`config.mk`:
```
export PLATFORM = sky130hd
export DESIGN_NAME = mar_burst_gen
export DESIGN_NICKNAME = d
export VERILOG_FILES = /design/src/rtl/mar_burst_gen.sv
export SDC_FILE = /design/constraint.sdc
export NUM_CORES = 1
export LEC_CHECK = 0
export ABC_AREA = 1
export CORE_MARGIN = 5
export CORE_UTILIZATION = 35
export DETAILED_ROUTE_END_ITERATION = 6
export PLACE_DENSITY_LB_ADDON = 0.2
export SLEW_MARGIN = 0
export SYNTH_ARGS = -nofsm -noshare
export SYNTH_HDL_FRONTEND = slang
export SYNTH_SLANG_ARGS = --single-unit
```
`constraint.sdc`:
```
create_clock -name clk -period 3 [get_ports clk]
set_clock_uncertainty 0.1 [all_clocks]
set_input_delay 0.9 -clock clk [delete_from_list [all_inputs] [get_ports clk]]
set_output_delay 0.9 -clock clk [all_outputs]
set_load 0.05 [all_outputs]
```
`src/rtl/mar_burst_gen.sv`:
```
`timescale 1ns/1ps
`default_nettype none
// ============================================================================
//  Module      : mar_burst_gen
//  Description : Memory address register with an N-beat burst sequencer.
//                Direct load in IDLE; in BURST the address steps by STRIDE
//                (up or down) on every beat accepted by memory.
//                Optional macro MAR_BOUND_EN turns address wrap during a
//                burst into a sticky fault instead of a silent wrap.
//  Revision    : 1.0  initial release
// ============================================================================
module mar_burst_gen #(
    parameter int AW     = 5,
    parameter int LEN_W  = 3,
    parameter int STRIDE = 1
) (
    input  logic             clk,
    input  logic             rst,
    input  logic             we,
    input  logic [AW-1:0]    in,
    output logic [AW-1:0]    out,
    input  logic             burst_start,
    input  logic [LEN_W-1:0] burst_len,
    input  logic             burst_dir,
    input  logic             burst_abort,
    input  logic             mem_ready,
    output logic             addr_valid,
    output logic             busy,
    output logic             done,
    output logic             fault
);

    typedef enum logic [0:0] {
        IDLE  = 1'b0,
        BURST = 1'b1
    } state_t;

    localparam logic [AW-1:0] c_stride = AW'(STRIDE);

    state_t             r_state;
    state_t             w_state_nx;
    logic [LEN_W-1:0]   r_remaining;
    logic [LEN_W-1:0]   w_remaining_nx;
    logic               r_dir;
    logic               w_dir_nx;
    logic [AW-1:0]      w_out_nx;
    logic               w_done_nx;
    logic [AW-1:0]      w_step;
    logic               w_bound_hit;
    logic               w_start_ok;
    logic               w_accept;

    // Both candidate step targets; modulo-2^AW arithmetic is native width.
    assign w_step   = r_dir ? (out - c_stride) : (out + c_stride);
    assign w_accept = (r_state == BURST) && mem_ready && !burst_abort;

`ifdef MAR_BOUND_EN
    logic [AW:0] w_inc_full;
    logic        w_inc_wrap;
    logic        w_dec_wrap;
    logic        r_fault;

    // Carry out of the increment / borrow of the decrement flag a wrap.
    assign w_inc_full  = {1'b0, out} + {1'b0, c_stride};
    assign w_inc_wrap  = w_inc_full[AW];
    assign w_dec_wrap  = (out < c_stride);
    assign w_bound_hit = r_dir ? w_dec_wrap : w_inc_wrap;
    assign w_start_ok  = !r_fault;
    assign fault       = r_fault;

    // Sticky fault: set on a wrapping non-final beat, cleared by an IDLE load.
    always_ff @(posedge clk or posedge rst) begin
        if (rst) begin
            r_fault <= 1'b0;
        end else if ((r_state == IDLE) && we) begin
            r_fault <= 1'b0;
        end else if (w_accept && (r_remaining != '0) && w_bound_hit) begin
            r_fault <= 1'b1;
        end
    end
`else
    assign w_bound_hit = 1'b0;
    assign w_start_ok  = 1'b1;
    assign fault       = 1'b0;
`endif

    // Outputs decoded purely from state so nothing is combinational from inputs.
    assign addr_valid = (r_state == BURST);
    assign busy       = (r_state == BURST);

    // State register.
    always_ff @(posedge clk or posedge rst) begin
        if (rst) begin
            r_state <= IDLE;
        end else begin
            r_state <= w_state_nx;
        end
    end

    // Next-state and datapath decisions; abort outranks a same-cycle beat.
    always_comb begin
        w_state_nx     = r_state;
        w_out_nx       = out;
        w_remaining_nx = r_remaining;
        w_dir_nx       = r_dir;
        w_done_nx      = 1'b0;
        case (r_state)
            IDLE: begin
                if (we) begin
                    w_out_nx = in;
                end
                if (burst_start && w_start_ok) begin
                    w_state_nx     = BURST;
                    w_remaining_nx = burst_len;
                    w_dir_nx       = burst_dir;
                end
            end
            BURST: begin
                if (burst_abort) begin
                    w_state_nx = IDLE;
                end else if (mem_ready) begin
                    if (r_remaining != '0) begin
                        if (w_bound_hit) begin
                            // Stop at the boundary; the fault register latches.
                            w_state_nx = IDLE;
                        end else begin
                            w_out_nx       = w_step;
                            w_remaining_nx = r_remaining - 1'b1;
                        end
                    end else begin
                        // Final beat: leave out one step past it for chaining.
                        w_out_nx   = w_step;
                        w_state_nx = IDLE;
                        w_done_nx  = 1'b1;
                    end
                end
            end
            default: begin
                w_state_nx = IDLE;
            end
        endcase
    end

    // Address, burst counter, direction and done-pulse registers.
    always_ff @(posedge clk or posedge rst) begin
        if (rst) begin
            out         <= '0;
            r_remaining <= '0;
            r_dir       <= 1'b0;
            done        <= 1'b0;
        end else begin
            out         <= w_out_nx;
            r_remaining <= w_remaining_nx;
            r_dir       <= w_dir_nx;
            done        <= w_done_nx;
        end
    end

endmodule
`default_nettype wire

```
# == Word-level counts from Yosys, hierarchy flattened ==
# Index checks and enable logic that the tools add are counted.
# word_totals
wordCells,37
output_inout_bits,9
latch_bits,0
n_memories,0
in_bits,15
romBits,0
ff_bits,11
mem_bits_rw,0
# classes
n_reduce_logical,4
n_div,0
n_mux,19
shifts,0
n_lt_le_gt_ge,0
eq_ne,5
addsub,3
mul,0
bitwise_logic,1
# op_table
operator,count
5-bit 2-to-1 mux,4
3-bit 2-to-1 mux,4
5-bit one-hot mux with 2 select lines,1
1-bit 2-to-1 mux,8
2-bit != test (second input constant),4
3-bit one-hot mux with 2 select lines,1
5-bit by 1-bit adder with 5-bit output (second input constant),1
5-bit by 1-bit subtractor with 5-bit output (second input constant),1
4-bit AND reduction,1
3-bit AND reduction,1
3-bit nonzero test,1
3-bit by 1-bit subtractor with 3-bit output (second input constant),1
2-bit by 1-bit != test with 1-bit output (second input constant),1
1-bit one-hot mux with 2 select lines,1
2-bit AND reduction,1
1-bit inverter,1

# == Longest topological paths before layout ==
# Gate-level depths: netlist of run 1.
# logic_depth
depth_word,5
ltp_mapped,8
ltp_nobuf,8

# == Worst setup path before layout of run 1 ==
# OpenSTA, ideal clock, no wires.
# synth_path
path_type,reg2out
from,"register r_state, in the netlist addr_valid"
to,output busy
path_stages_with_launch,2
path_buffers,1
arrival_time_ns,0.921
required_time_ns,2.000
setup_slack_ns,1.079
path_cell_list,dfrtp_1 > buf_4
# synth_lines
element,line,source
from (decl),40,state_t r_state;
from (signal assigned),96,r_state <= w_state_nx;
to (decl),28,"output logic busy,"
# No word-level cell between the ends.

# == Worst setup path in the final report of run 1 ==
# layout_path
from,register out[0]
to,output out[0]
# layout_lines
element,line,source
from (decl),21,"output logic [AW-1:0] out,"
from (signal assigned),152,out <= w_out_nx;
# No word-level cell between the ends.

==> metrics.yaml, run 1 <==
grt_pass1_vias: 625
yosysWarnings: 0
grt_max_degree: 13
critPathLaunch: "out[0]"
via_per_inst: 4.32
postCtsHoldBufs: 0
post_synth.cell_area_avg_um2: 7.57
fin_ws_ps: 463
timing.rr.start: "out[0]"
slew-limit-headroom_pct: 66.2
ys_seq_area_share_pct: 35.0
start_kind: "register"
die_y_um: 57.4
io_buffers: 22
r2r_slack_ps: 1380
initial_utilization_pct: 36.3
arrival_ps: 1540
ff_latch_area_um2: 275
rsz0062_at_grt: "no"
endpoint: "out[0]"
cts_setup_buffers: 0
reg2regPathDepth: 4
fin_cells: 155
ir_drop_v: 0.000444
grtUsageMet2_pct: 17.1
first_pass_iters: 4
clk_latency_ps: 270
cts.sink_count: 11
max_cap_violations: 0
path_depth: 1
crit_path_end_kind: "primary output"
reg2reg_to: "out[2]"
clockBufferDepth: 2
status: "finished clean"
grtUsageMet1_pct: 12.8
min_period_over_period_pct: 84.6
fin_util_pct: 47.9
grt_pass1_wl_um: 2710
synth_seq_cells: 11
cts-root-buf: "clkbuf_4"
crit_chain: "clkdlybuf4s50_1"
ant_nets: 0
power_density_nw_per_um2: 1010
placementRows: 17
drive_gt1_share_pct: 11.8
multi_input_area_um2: 427
cts_tree: "done"
vias: 669
drv_slew: 0
numCtsBuffers: 3
grt.overflow.total: 0
antenna_found_initial: 0
max_freq_ghz: 0.394
synth_cell_type_count: 24
syn_inst: 104
path_buf_inv: 1
crit_family: "buffers and inverters"
crit_path_max_fanout: 5
path_class: "reg -> out"
cts_resized: 0
use_met3_pct: 4.75
hold_path.class: "reg -> reg"
crit_slowest_cell: "clkdlybuf4s50_1"
clk_pin_slew_ps: 70
syn_area_um2: 787
post-place-ws_ps: 743
dieArea_um2: 3300
fillers: 224
drc: 0
drtIter0Drc: 7
tns_ps: 0
totalWireLength_um: 1590
cts_max_level: 1
hold_viol_final: 0
wl_per_cell_um: 10.2
gp_congestion: 0.745
num-nets-final: 149
dp_hpwl_um: 1290
critPathMaxStageDelay_ps: 830
dp.cells: 151
setup_viol: 0
leakage_nw: 0.503
grt.busiest_layer: "met2"
core_um2: 2170
required_ps: 2000
syn-num-nets: 125
n_antenna_cell: 0
worst_pin_slew_ps: 506
io_pins: 24
track_usage_pct: 10.5
min_period_ps: 2540
synthToLayoutAreaGrowth_pct: 32.0
die_w_um: 57.4
-- power by group --
part	total, W	switching (W)	internal [W]
Clock	0.000103	0.0000515	0.0000515
Combinational	0.000680	0.000422	0.000258
Sequential	0.000268	0.0000579	0.000211
-- logic make-up after synthesis --
group / Yosys count / synth area share (%)
AOI/OAI and AO/OA: 12 / 9.22
buffers and inverters: 16 / 10.8
and+or+nand+nor: 58 / 34.0
other: 1 / 0.476
adders and majority gates: 6 / 10.5
DFF: 11 / 35.0
-- Yosys cell counts, drive strengths merged --
| cell type | instances | share of area, % |
|---|---|---|
| nand2 | 37 | 19 |
| o21ai | 9 | 7.2 |
| ha | 5 | 7.9 |
| nor3 | 1 | 0.64 |
| dfrtp | 11 | 35 |
| conb | 1 | 0.48 |
| inv | 12 | 6.0 |
| nand3 | 7 | 6.0 |
| fa | 1 | 2.5 |
| or2 | 4 | 3.2 |
| buf | 4 | 4.8 |
| a21oi | 2 | 1.3 |
| a31oi | 1 | 0.80 |
| nor2 | 9 | 4.9 |
-- per-stage QoR --
| stage | total power (W) | hold slack (ps) | cell area (um^2) |
|---|---|---|---|
| after floorplan | 0.000788 | 404 | 787 |
| final | 0.00105 | 423 | 1040 |
| after global routing | 0.00116 | 463 | 1040 |
| after detailed placement | 0.000961 | 410 | 1010 |
| after global placement | 0.000941 | 394 | 1010 |
| after CTS | 0.00107 | 428 | 1040 |
-- worst min path at each step --
stage	end	cells past startpoint	start
after floorplan	r_remaining[1]	2	r_remaining[1]
after global placement	out[3]	2	out[3]
after detailed placement	out[3]	2	out[3]
after CTS	out[3]	2	out[3]
after global routing	out[4]	2	out[4]
final	out[2]	2	out[2]
-- sequential cells by signal, summed over array words and instances, names as in the netlist --
name	count
out	5
r_remaining	3
addr_valid	1
done	1
r_dir	1
-- cells in the final DEF, fill, tap and decap left out, drive strengths merged, types with 2 or more instances in the layout --
cell and count:
dfrtp 11, ha 5, o21ai 9, nor2 9, clkdlybuf4s50 22, inv 12
or2 4, a21oi 2, nand2 37, clkbuf 4, nand3 7
-- routing by layer --
layer	up-vias	share of wire, %
met5	-	0
li1	370	-
met3	2	6.7
met1	283	45
met4	0	0.88
met2	14	47
-- cell type report --
type,instances,area share (%)
inverter,12,4.58
tap,28,3.37
sequential,11,26.5
multi-input combinational,77,41.1
timing repair buffer,23,21.9
clock buffer,4,2.53
(Power assumes the default switching activity.)
==> inputs of run 2 (changes only) <==
- clock period: 3 -> 2.2 ns (I/O delays scaled with it)
==> run 2 against run 1 <==
Effect of this change: cell count unchanged; routed wire length up 1.5%; non-clock buffer count unchanged; cell area up 0.48%; global-route usage down 0.12 points; utilization up 0.23 points; total power up 38%; critical endpoint unchanged; largest cell class unchanged.
==> metrics.yaml, run 2 (synthesized netlist as in run 1, its figures left out) <==
numCtsBuffers: 3  # unchanged
final_cell_mix: "nand2_1 (34), clkdlybuf4s50_1 (14), dfrtp_1 (11)"
status: "finished clean"
placementRows: 17  # unchanged
r2r_slack_ps: 580  # -800 ps
postCtsHoldBufs: 0  # unchanged
multi_input_area_um2: 427  # unchanged
rsz0062_at_grt: "no"
drive_gt1_share_pct: 18.1  # +6.3 points
cts-root-buf: "clkbuf_4"
drc: 0  # unchanged
crit_family: "flip-flops"
ir_drop_v: 0.000511  # +15%
grt_max_degree: 13  # unchanged
grt.overflow.total: 0  # unchanged
cts_max_level: 1  # unchanged
reg2reg_to: "out[2]"
path_buf_inv: 1  # unchanged
fillers: 233  # +4.0%
drv_slew: 0  # unchanged
setup_viol: 0  # unchanged
antenna_found_initial: 0  # unchanged
initial_utilization_pct: 36.3  # unchanged
totalWireLength_um: 1610  # +1.5%
fin_cells: 155  # unchanged
hold_path.class: "reg -> reg"
required_ps: 1440  # -560 ps
die_w_um: 57.4  # unchanged
min_period_ps: 1700
gp_congestion: 0.790  # +6.0%
endpoint: "out[0]"
clk_pin_slew_ps: 70  # about the same
leakage_nw: 0.521  # +3.6%
drtIter0Drc: 7  # unchanged
num-nets-final: 149  # unchanged
dp.cells: 151  # unchanged
cts_setup_buffers: 0  # unchanged
timing.rr.start: "out[0]"
post-place-ws_ps: 345  # -398 ps
max_cap_violations: 0  # unchanged
fin_ws_ps: 503  # +39.9 ps
switching_share_pct: 50.7  # +0.18 points
crit_path_max_fanout: 5  # unchanged
ant_nets: 0  # unchanged
die_y_um: 57.4  # unchanged
cts_resized: 0  # unchanged
arrival_ps: 940  # -600 ps
internal_power_w: 0.000713  # +37%
layout_commonest_cell: "nand2_1"
tns_ps: 0  # unchanged
power_switching_w: 0.000733  # +38%
clk_latency_ps: 260  # about the same
sequentialPowerShare_pct: 26.2  # +0.7 points
critPathMaxStageDelay_ps: 440  # -390 ps
clkPwrFrac_pct: 9.2  # -0.6 points
path_depth: 1  # unchanged
crit_slowest_cell: "dfrtp_1"
combPwrFrac_pct: 64.6  # about the same
cts_tree: "done"
max_freq_ghz: 0.589
crit_chain: "buf_4"
crit_path_end_kind: "primary output"
clockBufferDepth: 2  # unchanged
track_usage_pct: 10.4  # -0.12 points
critPathLaunch: "out[0]"
synthToLayoutAreaGrowth_pct: 32.6
first_pass_iters: 3  # -1
wl_per_cell_um: 10.4  # +1.5%
grt_pass1_wl_um: 2680  # -1.0%
n_antenna_cell: 0  # unchanged
dp_hpwl_um: 1350  # +4.6%
min_period_over_period_pct: 77.1
grt_pass1_vias: 660  # +5.6%
top_register: "out"
via_per_inst: 4.46  # +3.4%
ff_latch_area_um2: 275  # unchanged
largest_reg_flops: 5  # unchanged
core_um2: 2170  # unchanged
hold-worst-slack_ps: 442  # +19.7 ps
reg2regPathDepth: 4  # unchanged
path_class: "reg -> out"
start_kind: "register"
top_regs: "out: 5 flops, r_remaining: 3 flops"
dieArea_um2: 3300  # unchanged
io_buffers: 22  # unchanged
cts.sink_count: 11  # unchanged
power_density_nw_per_um2: 1390  # +37%
hold_viol_final: 0  # unchanged
vias: 692  # +3.4%
io_pins: 24  # unchanged
[run 2: cell types whose count changed in the layout (fill, tap and decap cells not counted)]
cell / before / now
buf_12: 0 / 2
buf_4: 1 / 7
clkdlybuf4s50_1: 22 / 14
[run 2: cell type report]
cell class | instances | share of cell area, %
clock buffers | 4 | 2.52
inverters | 12 | 4.56
multi-input cells | 77 | 40.9
flip-flops and latches | 11 | 26.4
well taps | 28 | 3.36
repair buffers | 23 | 22.3
[run 2: metal layers]
metal	vias to the layer above	GRT usage, %	share of wire, %
met5	-	0	0
met4	0	4.97	0.68
met2	12	16.9	48
li1	369	-	-
met3	2	2.94	4.4
met1	309	12.5	47
[run 2: how the worst min path moves through the flow]
| stage | start | endpoint | slack [ps] | cells after the start |
|---|---|---|---|---|
| CTS | out[3] | out[3] | 450 | 2 |
| detailed placement | out[3] | out[3] | 430 | 2 |
| global route | out[4] | out[4] | 470 | 2 |
| global placement | out[3] | out[3] | 430 | 2 |
| finish | out[4] | out[4] | 440 | 2 |
| floorplan | r_remaining[1] | r_remaining[1] | 400 | 2 |
[run 2: power groups by stage]
| stage | registers [W] | clock network [W] | logic, W |
|---|---|---|---|
| after floorplan | 0.000548 | 0 | 0.000527 |
| after global placement | 0.000385 | 0 | 0.000919 |
| after detailed placement | 0.000384 | 0 | 0.000940 |
| after CTS | 0.000380 | 0.000139 | 0.000948 |
| after global routing | 0.000392 | 0.000153 | 0.00104 |
| final | 0.000379 | 0.000134 | 0.000934 |
[run 2: through the flow]
stage,instance area (um^2),utilization [%],power (W)
finish,1040,48.1,0.00145
floorplan,787,-,0.00107
global route,1040,48.1,0.00159
global placement,1020,46.9,0.00130
detailed placement,1020,46.9,0.00132
CTS,1040,48.1,0.00147
==> inputs of run 3 (changes only) <==
- clock period: 2.2 -> 1.7 ns (I/O delays scaled with it)
==> run 3 against run 2 <==
Effect of this change: non-clock buffer count grew 2; routed wire length rose by 9.4%; sequential power grew 35%; combinational power increased by 53%; critical endpoint is now busy; largest power group unchanged; highest routed layer unchanged.
==> metrics.yaml, run 3 (synthesized netlist as in run 1, its figures left out) <==
wl_per_cell_um: 11.2  # +8.1%
initial_utilization_pct: 36.3  # unchanged
combPwrFrac_pct: 67.6  # +3.0 points
dieArea_um2: 3300  # unchanged
rsz0062_at_grt: "no"
core_um2: 2170  # unchanged
start_kind: "register"
drc: 0  # unchanged
numCtsBuffers: 3  # unchanged
crit_chain: "buf_4, buf_12"
timing.rr.start: "out[1]"
grt_pass1_wl_um: 3040  # +13%
ant_nets: 0  # unchanged
fin_ws_ps: 73.8  # -429 ps
grt_max_degree: 13  # unchanged
drv_slew: 0  # unchanged
power_density_nw_per_um2: 1860  # +35%
clk_pin_slew_ps: 70  # about the same
leakage_nw: 0.552  # +6.0%
antenna_found_initial: 0  # unchanged
status: "finished clean"
max_cap_violations: 0  # unchanged
power_switching_w: 0.00101  # +38%
hold_viol_final: 0  # unchanged
crit_path_max_fanout: 6  # +1
arrival_ps: 1020  # +80 ps
cts.sink_count: 11  # unchanged
vias: 723  # +4.5%
postCtsHoldBufs: 0  # unchanged
max_freq_ghz: 0.615
min_period_ps: 1630
setup_viol: 0  # unchanged
synthToLayoutAreaGrowth_pct: 44.5
crit_path_end_kind: "primary output"
internal_power_w: 0.00111  # +56%
clkPwrFrac_pct: 8.3  # -0.9 points
tns_ps: 0  # unchanged
required_ps: 1090  # -350 ps
die_w_um: 57.4  # unchanged
hold_path.class: "in -> async"
die_y_um: 57.4  # unchanged
clk_latency_ps: 260  # about the same
track_usage_pct: 11.8  # +1.4 points
crit_slowest_cell: "dfrtp_2"
crit_family: "flip-flops"
top_register: "out"
post-place-ws_ps: -7.56  # -353 ps
gp_congestion: 0.811  # +2.7%
ir_drop_v: 0.000945  # +85%
first_pass_iters: 4  # +1
min_period_over_period_pct: 95.7
grt.overflow.total: 0  # unchanged
via_per_inst: 4.61  # +3.1%
largest_reg_flops: 5  # unchanged
drtIter0Drc: 5  # -2
path_buf_inv: 2  # +1
drive_gt1_share_pct: 21.7  # +3.6 points
switching_share_pct: 47.6  # -3.1 points
clockBufferDepth: 2  # unchanged
cts_tree: "done"
critPathLaunch: "addr_valid"
sequentialPowerShare_pct: 24.1  # -2.1 points
num-nets-final: 151  # +1.3%
dp_hpwl_um: 1480  # +9.8%
io_pins: 24  # unchanged
layout_commonest_cell: "nand2_1"
top_regs: "out: 5 flops, r_remaining: 3 flops"
grt_pass1_vias: 727  # +10%
cts-root-buf: "clkbuf_4"
placementRows: 17  # unchanged
final_cell_mix: "nand2_1 (34), clkdlybuf4s50_1 (14), inv_1 (10)"
critPathMaxStageDelay_ps: 450  # about the same
io_buffers: 22  # unchanged
n_antenna_cell: 0  # unchanged
cts_max_level: 1  # unchanged
path_class: "reg -> out"
totalWireLength_um: 1760  # +9.4%
-- run 3: area by class of cell --
cell class | instances | area [um^2]
Clock buffer | 4 | 26.3
Multi-Input combinational cell | 77 | 427
Fill cell | 218 | 1030
Timing Repair Buffer | 25 | 323
Sequential cell | 11 | 279
Inverter | 12 | 47.5
Tap cell | 28 | 35.0
-- run 3: worst reg2reg max path, cell delays in order (launching register included) --
cell and delay [ps]:
dfrtp_2 450, fa_1 420, or2_2 300, a21oi_1 130
o21ai_1 80
-- run 3: timing repair --
item                                   CTS  global route
setup buffers                            0             0
setup endpoints to repair                0             2
gates resized for setup                  0             1
endpoints found under the hold margin    0             0
-- run 3: stage by stage --
stage	hold slack [ps]	utilization [%]	power (W)	area, um^2	std cells
after floorplan	262	-	0.00140	790	104
after global placement	426	51.2	0.00191	1110	153
after detailed placement	440	51.2	0.00196	1110	153
after CTS	448	52.4	0.00214	1140	157
after global routing	459	52.4	0.00230	1140	157
final	441	52.4	0.00212	1140	157
-- run 3: final timing paths --
path                             endpoint  slack (ps)  cells after the start
setup / recovery                     busy          70                      2
hold / removal             r_remaining[2]         440                      2
setup reg to reg                   out[2]         110                      4
hold reg to reg            r_remaining[1]         450                      2
max in group asynchronous          out[1]         730                      2
min in group clk           r_remaining[1]         450                      2
-- run 3: power groups by stage --
stage | clock [W] | combinational [W] | sequential (W)
3_3_place_gp | 0 | 0.00140 | 0.000513
3_5_place_dp | 0 | 0.00144 | 0.000518
6_report | 0.000175 | 0.00143 | 0.000511
4_1_cts | 0.000181 | 0.00145 | 0.000513
5_1_grt | 0.000202 | 0.00157 | 0.000531
2_1_floorplan | 0 | 0.000682 | 0.000714
-- run 3: per-layer routing --
| metal | vias up | GRT usage, % | routed length, um |
|---|---|---|---|
| met3 | 2 | 2.71 | 110 |
| met1 | 320 | 12.7 | 696 |
| met2 | 22 | 21.3 | 935 |
| met4 | 0 | 5.96 | 19 |
| li1 | 379 | - | - |
| met5 | - | 0 | 0 |
